### src/rtl/hmc_link_seq_pkg.sv
// Shared types for the HMC link-mode sequencer: FSM state encoding, the
// symmetric link configuration record and the illegal-request error code.
package hmc_link_seq_pkg;

    // Widest clock-ratio field the configuration record can carry.
    localparam int RATIO_W_MAX = 16;

    localparam logic [2:0] ERR_LINK_REQ = 3'd7;

    typedef enum logic [2:0] {
        ST_IDLE,
        ST_QUIESCE,
        ST_APPLY,
        ST_TRAIN,
        ST_NEXT,
        ST_DONE,
        ST_ERR
    } seq_state_e;

    typedef struct packed {
        logic [2:0]             cid;
        logic [RATIO_W_MAX-1:0] clk_ratio;
        logic                   half_link;
    } link_cfg_t;

    // A zero clock ratio cannot be programmed into any link.
    function automatic logic cfg_legal(input link_cfg_t cfg);
        return cfg.clk_ratio != '0;
    endfunction

endpackage

### src/rtl/hmc_link_seq_timer.sv
// Loadable down-counter with expiry flag, used as the per-phase wait watchdog
// when the sequencer is built with HMC_LINK_SEQ_TIMEOUT_EN.
module hmc_link_seq_timer #(
    parameter int CNT_W = 10
) (
    input  logic             clk,
    input  logic             srst,
    input  logic             load,
    input  logic [CNT_W-1:0] load_val,
    input  logic             en,
    output logic             expired
);

    logic [CNT_W-1:0] cnt_reg;

    always_ff @(posedge clk) begin
        if (srst) begin
            cnt_reg <= '0;
        end else if (load) begin
            cnt_reg <= load_val;
        end else if (en && (cnt_reg != '0)) begin
            cnt_reg <= cnt_reg - CNT_W'(1);
        end
    end

    // Expiry means the current cycle is the last one allowed in the phase.
    assign expired = (cnt_reg == '0);

endmodule

### src/rtl/hmc_link_mode_seq.sv
// Applies one symmetric link-mode configuration to every HMC link in turn:
// quiesce, write, retrain, next. Optional wait-phase timeout: HMC_LINK_SEQ_TIMEOUT_EN.
module hmc_link_mode_seq
    import hmc_link_seq_pkg::*;
#(
    parameter int NUM_LINKS      = 4,
    parameter int RATIO_W        = 4,
    parameter int TIMEOUT_CYCLES = 1024
) (
    input  logic                 REFCLKP,
    input  logic                 rst,
    input  logic                 req_valid,
    output logic                 req_ready,
    input  logic [2:0]           req_cid,
    input  logic [RATIO_W-1:0]   req_clk_ratio,
    input  logic                 req_half_link,
    output logic [2:0]           cfg_cid,
    output logic [RATIO_W-1:0]   cfg_clk_ratio,
    output logic                 cfg_half_link,
    output logic [NUM_LINKS-1:0] lnk_quiesce,
    input  logic [NUM_LINKS-1:0] lnk_idle,
    output logic [NUM_LINKS-1:0] lnk_cfg_wr,
    output logic [NUM_LINKS-1:0] lnk_train,
    input  logic [NUM_LINKS-1:0] lnk_trained,
    output logic                 busy,
    output logic                 done,
    output logic                 err,
    output logic [2:0]           err_link
);

    localparam int IDX_W = (NUM_LINKS > 1) ? $clog2(NUM_LINKS) : 1;
    localparam logic [IDX_W-1:0]     LAST_IDX  = IDX_W'(NUM_LINKS - 1);
    localparam logic [NUM_LINKS-1:0] FIRST_SEL = NUM_LINKS'(1);

    seq_state_e             state_reg;
    logic [IDX_W-1:0]       idx_reg;
    logic [2:0]             cfg_cid_reg;
    logic [RATIO_W-1:0]     cfg_clk_ratio_reg;
    logic                   cfg_half_link_reg;
    logic [NUM_LINKS-1:0]   lnk_quiesce_reg;
    logic [NUM_LINKS-1:0]   lnk_cfg_wr_reg;
    logic [NUM_LINKS-1:0]   lnk_train_reg;
    logic                   req_ready_reg;
    logic                   busy_reg;
    logic                   done_reg;
    logic                   err_reg;
    logic [2:0]             err_link_reg;

    logic [NUM_LINKS-1:0]   sel_onehot;
    logic                   idle_sel;
    logic                   trained_sel;
    logic                   waiting;
    logic                   wait_timeout;
    link_cfg_t              req_cfg;
    logic                   req_legal;

    for (genvar gi = 0; gi < NUM_LINKS; gi++) begin : g_sel
        assign sel_onehot[gi] = (idx_reg == IDX_W'(gi));
    end

    // Handshakes from links other than the selected one are masked off.
    assign idle_sel    = |(lnk_idle & sel_onehot);
    assign trained_sel = |(lnk_trained & sel_onehot);
    assign waiting     = (state_reg == ST_QUIESCE) || (state_reg == ST_TRAIN);

    assign req_cfg.cid       = req_cid;
    assign req_cfg.clk_ratio = RATIO_W_MAX'(req_clk_ratio);
    assign req_cfg.half_link = req_half_link;
    assign req_legal         = cfg_legal(req_cfg);

`ifdef HMC_LINK_SEQ_TIMEOUT_EN
    localparam int TMR_W = (TIMEOUT_CYCLES > 1) ? $clog2(TIMEOUT_CYCLES) : 1;

    logic tmr_expired;

    // Reloaded in every non-wait cycle, so each wait phase starts with a full budget.
    hmc_link_seq_timer #(
        .CNT_W (TMR_W)
    ) u_timer (
        .clk      (REFCLKP),
        .srst     (rst),
        .load     (!waiting),
        .load_val (TMR_W'(TIMEOUT_CYCLES - 1)),
        .en       (waiting),
        .expired  (tmr_expired)
    );

    assign wait_timeout = tmr_expired;
`else
    // Without the timer a wait phase can only end by its handshake.
    assign wait_timeout = (TIMEOUT_CYCLES < 0);
`endif

    always_ff @(posedge REFCLKP) begin
        if (rst) begin
            state_reg         <= ST_IDLE;
            idx_reg           <= '0;
            cfg_cid_reg       <= '0;
            cfg_clk_ratio_reg <= '0;
            cfg_half_link_reg <= 1'b0;
            lnk_quiesce_reg   <= '0;
            lnk_cfg_wr_reg    <= '0;
            lnk_train_reg     <= '0;
            req_ready_reg     <= 1'b0;
            busy_reg          <= 1'b0;
            done_reg          <= 1'b0;
            err_reg           <= 1'b0;
            err_link_reg      <= '0;
        end else begin
            done_reg       <= 1'b0;
            err_reg        <= 1'b0;
            lnk_cfg_wr_reg <= '0;
            case (state_reg)
                ST_IDLE: begin
                    req_ready_reg <= 1'b1;
                    if (req_valid && req_ready_reg) begin
                        req_ready_reg <= 1'b0;
                        busy_reg      <= 1'b1;
                        if (!req_legal) begin
                            state_reg    <= ST_ERR;
                            err_reg      <= 1'b1;
                            err_link_reg <= ERR_LINK_REQ;
                        end else begin
                            state_reg         <= ST_QUIESCE;
                            idx_reg           <= '0;
                            cfg_cid_reg       <= req_cid;
                            cfg_clk_ratio_reg <= req_clk_ratio;
                            cfg_half_link_reg <= req_half_link;
                            lnk_quiesce_reg   <= FIRST_SEL;
                        end
                    end
                end
                ST_QUIESCE: begin
                    if (idle_sel) begin
                        state_reg      <= ST_APPLY;
                        lnk_cfg_wr_reg <= sel_onehot;
                    end else if (wait_timeout) begin
                        state_reg       <= ST_ERR;
                        err_reg         <= 1'b1;
                        err_link_reg    <= 3'(idx_reg);
                        lnk_quiesce_reg <= '0;
                        lnk_train_reg   <= '0;
                    end
                end
                ST_APPLY: begin
                    state_reg     <= ST_TRAIN;
                    lnk_train_reg <= sel_onehot;
                end
                ST_TRAIN: begin
                    if (trained_sel) begin
                        state_reg       <= ST_NEXT;
                        lnk_quiesce_reg <= '0;
                        lnk_train_reg   <= '0;
                    end else if (wait_timeout) begin
                        state_reg       <= ST_ERR;
                        err_reg         <= 1'b1;
                        err_link_reg    <= 3'(idx_reg);
                        lnk_quiesce_reg <= '0;
                        lnk_train_reg   <= '0;
                    end
                end
                ST_NEXT: begin
                    if (idx_reg == LAST_IDX) begin
                        state_reg <= ST_DONE;
                        done_reg  <= 1'b1;
                    end else begin
                        state_reg       <= ST_QUIESCE;
                        idx_reg         <= idx_reg + IDX_W'(1);
                        lnk_quiesce_reg <= sel_onehot << 1;
                    end
                end
                ST_DONE, ST_ERR: begin
                    state_reg     <= ST_IDLE;
                    busy_reg      <= 1'b0;
                    req_ready_reg <= 1'b1;
                end
                default: begin
                    state_reg       <= ST_IDLE;
                    busy_reg        <= 1'b0;
                    req_ready_reg   <= 1'b1;
                    lnk_quiesce_reg <= '0;
                    lnk_train_reg   <= '0;
                end
            endcase
        end
    end

    assign req_ready     = req_ready_reg;
    assign cfg_cid       = cfg_cid_reg;
    assign cfg_clk_ratio = cfg_clk_ratio_reg;
    assign cfg_half_link = cfg_half_link_reg;
    assign lnk_quiesce   = lnk_quiesce_reg;
    assign lnk_cfg_wr    = lnk_cfg_wr_reg;
    assign lnk_train     = lnk_train_reg;
    assign busy          = busy_reg;
    assign done          = done_reg;
    assign err           = err_reg;
    assign err_link      = err_link_reg;

endmodule

### config.mk
export PLATFORM = sky130hd
export DESIGN_NAME = hmc_link_mode_seq
export DESIGN_NICKNAME = d
export VERILOG_FILES = /design/src/rtl/hmc_link_seq_pkg.sv /design/src/rtl/hmc_link_seq_timer.sv /design/src/rtl/hmc_link_mode_seq.sv
export SDC_FILE = /design/constraint.sdc
export NUM_CORES = 1
export LEC_CHECK = 0
export ABC_AREA = 1
export BUFFER_PORTS_ARGS = -buffer_cell sky130_fd_sc_hd__buf_4
export CORE_MARGIN = 2
export CORE_UTILIZATION = 45
export DETAILED_ROUTE_END_ITERATION = 10
export GPL_ROUTABILITY_DRIVEN = 0
export GPL_TIMING_DRIVEN = 0
export HOLD_SLACK_MARGIN = 0.15
export PLACE_DENSITY_LB_ADDON = 0.3
export SLEW_MARGIN = 10
export SYNTH_ARGS = -nofsm -noshare
export SYNTH_HDL_FRONTEND = slang
export SYNTH_SLANG_ARGS = --single-unit
### constraint.sdc
create_clock -name REFCLKP -period 2.2 [get_ports REFCLKP]
set_input_delay 0.44 -clock REFCLKP [delete_from_list [all_inputs] [get_ports REFCLKP]]
set_output_delay 0.44 -clock REFCLKP [all_outputs]
set_load 0.05 [all_outputs]
==> impl_metrics.toml, run 1 <==
[detailed_routing]
dr.pass1.iters = 4
wl_met3_um = 207
maxUsedRoutingLayer = "met4"
wl_per_cell_um = 10.85
vias = 1462
drt_iter0_drc = 47
drt_wl_total_um = 3342
routed-wl-met2_um = 1555
drcViolationCount = 0
vias_per_cell = 4.747
wl_met1_um = 1532
antenna_left = 0

[layout]
area_delta_synth_final_pct = 29.33
postLayoutCellArea_um2 = 2008
final_core_util_pct = 60.18
drive_above_1_share_pct = 31.68
antenna_cells = 0
nets = 289

[power]
ir_drop_mv = 0.5643
power_density_nw_per_um2 = 1151
finalPower_mw = 2.311
p_leak_nw = 1.006

[die]
die_h_um = 62.74
ios = 46
dieWidth_um = 62.74
rows = 21
start_util_pct = 46.53
core_area_um2 = 3337
die_area_um2 = 3936

[timing]
slew_violations = 0
hold_viol = 0
slew_headroom_pct = 70.26
finalClockSkew_ns = 0.006048
fin_setup_tns_ns = 0
layout_setup_ws_ns = 0.5807
finalSetupViolCount = 0
fmax_mhz = 617.5
worstMarginPinSlew_ns = 0.4461
finalCritPeriodShare_pct = 73.61
min_period_ns = 1.619
rsz0062_at_grt = "no"

[synth]
synth_edf_count = 0
synth_area_leaders = "dfxtp_1 39%, nand2_1 12%, nor2_1 8.0%"
syn-cell-area_um2 = 1553
ys_types = 23
syn_nets = 237
synth_top_area_share_pct = 38.68
synth-seq-cells = 30
synth_ff_type = "dfxtp_1"
synth_compound_area_share_pct = 5.238
synth_common_cells = "49 x nand2_1, 33 x nor2_1, 30 x dfxtp_1"
muxShareOfSynthArea_pct = 0
synth-simple-area-share_pct = 41.42
yosys_warnings = 0
synth.largest_area_cell = "dfxtp_1"
syn_area_per_cell_um2 = 7.429
synthAdderAreaFrac_pct = 7.252
async_reset_ff_share_pct = 0
netlist_instances = 209
synth_xor_area_share_pct = 0
synth_top_family_by_area = "simple AND/OR/NAND/NOR gates"
yosysMostFrequentCell = "nand2_1"
yosysSeqAreaShare_pct = 38.68

[run]
drv_cap = 0

[clock_tree]
cts_tree = "done"
clk_pin_slew_worst_paths_ns = 0.10
cts_max_path_buffers = 2
cts-root-buf = "clkbuf_4"
cts_max_level = 2
cts_sinks = 30
ctsResizeCount = 0
cts_hold_buffers = 0
postCtsSetupBuffers = 0
worstSkewPairLatency_ns = 0.32
cts_buffers = 5

[worst_setup_path]
cp-end-kind = "register"
worstPathMaxFanout = 4
arrival_ns = 1.89
worst-setup-path-type = "register to register"
worstSetupStartpointType = "register"
crit_chain = "inv_1 > ha_1 > nand2_2 > inv_1 > nand2_4 > nand3_1 > nor2_1 > nor2_1 > nor2_2"
crit_family = "simple AND/OR/NAND/NOR gates"
cp_slowest_cell = "dfxtp_1"
critPathMaxStageDelay_ns = 0.38
critPathBufInv = 2
required_ns = 2.47

[global_routing]
grt_start_max_net_pins = 11
grt_pass1_wl_um = 5851
grt_pass1_vias = 1355
antenna_found_initial = 0
grtUsageTotal_pct = 18.36
grt_overflow = 0

[placement]
dpl-instance-area_um2 = 1948
portBuffers = 45
pre_cts_ws_ns = 0.5934
dp_hpwl_um = 2553

[outcome]
status = "complete, no violations"

[min_path]
min_path_type = "primary input to register"
==> layout make-up <==
| type | count | area, µm² |
|---|---|---|
| Clock inverter | 1 | 5.005 |
| Buffer | 5 | 40.04 |
| Sequential cell | 30 | 600.6 |
| Multi-Input combinational cell | 154 | 837.1 |
| Timing Repair Buffer | 45 | 337.8 |
| Fill cell | 347 | 1329 |
| Clock buffer | 7 | 55.05 |
| Inverter | 20 | 75.07 |
| Tap cell | 46 | 57.56 |
==> cell families (layout without fill, tap and decap cells) <==
family          after synthesis  after routing
buf+inv                      25             78
simple gates                130            130
compound gates               15             15
fa+ha+maj                     9              9
flops                        30             30
==> worst paths after layout <==
check / from / to / slack [ns] / cells after the start
worst max-delay path: state_reg[0]$_SDFFE_PP0P_ / lnk_quiesce[1]$_SDFFE_PP0P_ / 0.58 / 9
worst min-delay path: rst / err_link[0]$_SDFFE_PP0P_ / 0.33 / 2
worst max register to register: state_reg[0]$_SDFFE_PP0P_ / lnk_quiesce[1]$_SDFFE_PP0P_ / 0.58 / 9
worst min register to register: cfg_half_link$_SDFFE_PP0P_ / cfg_half_link$_SDFFE_PP0P_ / 0.47 / 2
==> metal layers <==
metal / up-vias / global-route usage, %
li1: 753 / -
met1: 655 / 23.62
met2: 48 / 29.84
met3: 6 / 4.505
met4: 0 / 6.667
met5: - / 0
==> power by group <==
group          internal, mW  switching (mW)
logic                 0.415           0.847
registers             0.642          0.0657
clock network         0.155           0.186
==> metrics by stage <==
stage / hold slack [ns] / instances
2_1_floorplan: 0.4792 / 209
6_report: 0.3294 / 308
3_3_place_gp: 0.4500 / 300
4_1_cts: 0.3261 / 308
5_1_grt: 0.3160 / 308
3_5_place_dp: 0.4558 / 300
==> layout by cell type, fill, tap and decap left out, drive strengths merged <==
master,count
nand3,23
dfxtp,30
clkinv,1
nor3b,1
nor3,1
a21oi,9
o21bai,1
o21ai,5
ha,9
clkbuf,9
nand2,60
nor2,45
inv,20
buf,48
(Power assumes the default switching activity.)
==> run 2, diff against run 1 <==
clock period = 1.5 ns   (was 2.2 ns; I/O delays follow)
==> run 2 against run 1 <==
Die area did not move. Critical path type unchanged. Sequential cell count unchanged. Clock power rose by 47%. Maximum frequency is 15% higher. Total power rose by 53%. Highest routed layer unchanged. Via count rose by 0.75%. Non-clock buffer count increased by 2. Sequential power is 47% higher. Largest cell class unchanged. Sequential share of layout area is 1.2 points lower.
==> impl_metrics.toml, run 2 (synthesis gave the netlist of run 1 again) <==
[outcome]
status = "complete, no violations"

[power]
power_density_nw_per_um2 = 1669
switchingPower_mw = 1.680
swShare_pct = 47.35
clkPwrFrac_pct = 14.2
sequentialPowerShare_pct = 29.4
p_int_mw = 1.868
finalPower_mw = 3.548
combPwrFrac_pct = 56.5
ir_drop_mv = 0.9770
p_leak_nw = 1.035

[timing]
slew_violations = 0
hold_viol = 0
finalClockSkew_ns = 0.009573
layout_setup_ws_ns = 0.09678
slew_headroom_pct = 70.47
fmax_mhz = 712.6
finalSetupViolCount = 0
worstMarginPinSlew_ns = 0.4429
fin_setup_tns_ns = 0
min_period_ns = 1.403
finalCritPeriodShare_pct = 93.55
whs_ns = 0.1893

[layout]
final_cell_count_no_fill = 310
final_cell_mix = "50 x buf_4, 46 x nand2_1, 32 x nor2_1"
nets = 291
postLayoutCellArea_um2 = 2126
drive_above_1_share_pct = 39.77
mostFrequentLayoutCell = "buf_4"
antenna_cells = 0
area_delta_synth_final_pct = 36.91
final_core_util_pct = 63.70

[global_routing]
grt_pass1_vias = 1366
grtUsageTotal_pct = 18.55
grt_overflow = 0
grt_start_max_net_pins = 11
antenna_found_initial = 0
grt_pass1_wl_um = 5892

[die]
start_util_pct = 46.53
ios = 46
die_h_um = 62.74
dieWidth_um = 62.74
core_area_um2 = 3337
rows = 21
die_area_um2 = 3936

[placement]
portBuffers = 45
dp_hpwl_um = 2553
dp.cells = 300
pre_cts_ws_ns = -0.1066
dpl-instance-area_um2 = 1948

[detailed_routing]
drt_iter0_drc = 50
dr.pass1.iters = 4
wl_per_cell_um = 11.04
antenna_left = 0
vias = 1473
vias_per_cell = 4.752
drcViolationCount = 0
drt_wl_total_um = 3422

[min_path]
min_path_type = "primary input to register"
hold_depth = 2
min_from = "rst"

[clock_tree]
worstSkewPairLatency_ns = 0.33
cts_max_level = 2
clk_pin_slew_worst_paths_ns = 0.10
cts_sinks = 30
cts-root-buf = "clkbuf_4"
cts_buffers = 5
cts_max_path_buffers = 2
cts_tree = "done"

[worst_setup_path]
worstPathMaxFanout = 4
crit_end = "state_reg[0]$_SDFFE_PP0P_"
worst-setup-path-type = "register to register"
r2r-end = "state_reg[0]$_SDFFE_PP0P_"
required_ns = 1.72
cp_slowest_cell = "dfxtp_4"
crit_chain = "ha_2 > nand2_1 > nand3_2 > nor2_4 > nor2_4 > nand2_2 > nand2_1 > inv_1 > nor2_1"
r2r_start = "idx_reg[0]$_SDFFE_PP0P_"
r2r_cells = 9
crit_path_start = "idx_reg[0]$_SDFFE_PP0P_"
worstSetupStartpointType = "register"
rrSetupSlack_ns = 0.1
cp-end-kind = "register"
critPathMaxStageDelay_ns = 0.38
arrival_ns = 1.62

[run]
drv_cap = 0
run 2: timing repair:
action	CTS	global route
pin swaps	2	3
resized for setup	12	19
setup endpoints to repair	13	13
buffers inserted	0	2
hold buffers	0	0
run 2: worst min path at each step:
stage               slack [ns]                       end
CTS                       0.19  err_link[0]$_SDFFE_PP0P_
global route              0.18  err_link[0]$_SDFFE_PP0P_
global placement          0.45   cfg_cid[0]$_SDFFE_PP0P_
floorplan                 0.41  err_link[0]$_SDFFE_PP0P_
finish                    0.19  err_link[0]$_SDFFE_PP0P_
detailed placement        0.46   cfg_cid[0]$_SDFFE_PP0P_
run 2: layer usage:
layer	GRT usage [%]	vias to the layer above	share of wire [%]
li1	-	759	-
met1	23.85	665	44
met2	30.24	43	47
met3	4.505	6	7.2
met4	6.667	0	1.3
met5	0	-	0
run 2: critical path, delay by kind of cell, from the launching register on:
family	cells	cell delay [ns]
simple gates	7	0.64
fa+ha+maj	1	0.23
flops	1	0.38
buf+inv	1	0.05
run 2: power by group through the flow:
stage	Clock [mW]	Combinational [mW]	Sequential, mW
after floorplan	0	1.04	1.45
after global placement	0	1.83	1.05
after detailed placement	0	1.85	1.06
after CTS	0.516	1.93	1.05
after global routing	0.572	2.19	1.06
final	0.502	2.00	1.04
run 2: layout make-up:
class                           instances  area [µm²]
Timing Repair Buffer                   47       352.8
Fill cell                             320        1211
Clock buffer                            7       55.05
Tap cell                               46       57.56
Clock inverter                          1       5.005
Buffer                                  5       40.04
Inverter                               20       77.57
Sequential cell                        30       610.6
Multi-Input combinational cell        154       927.1
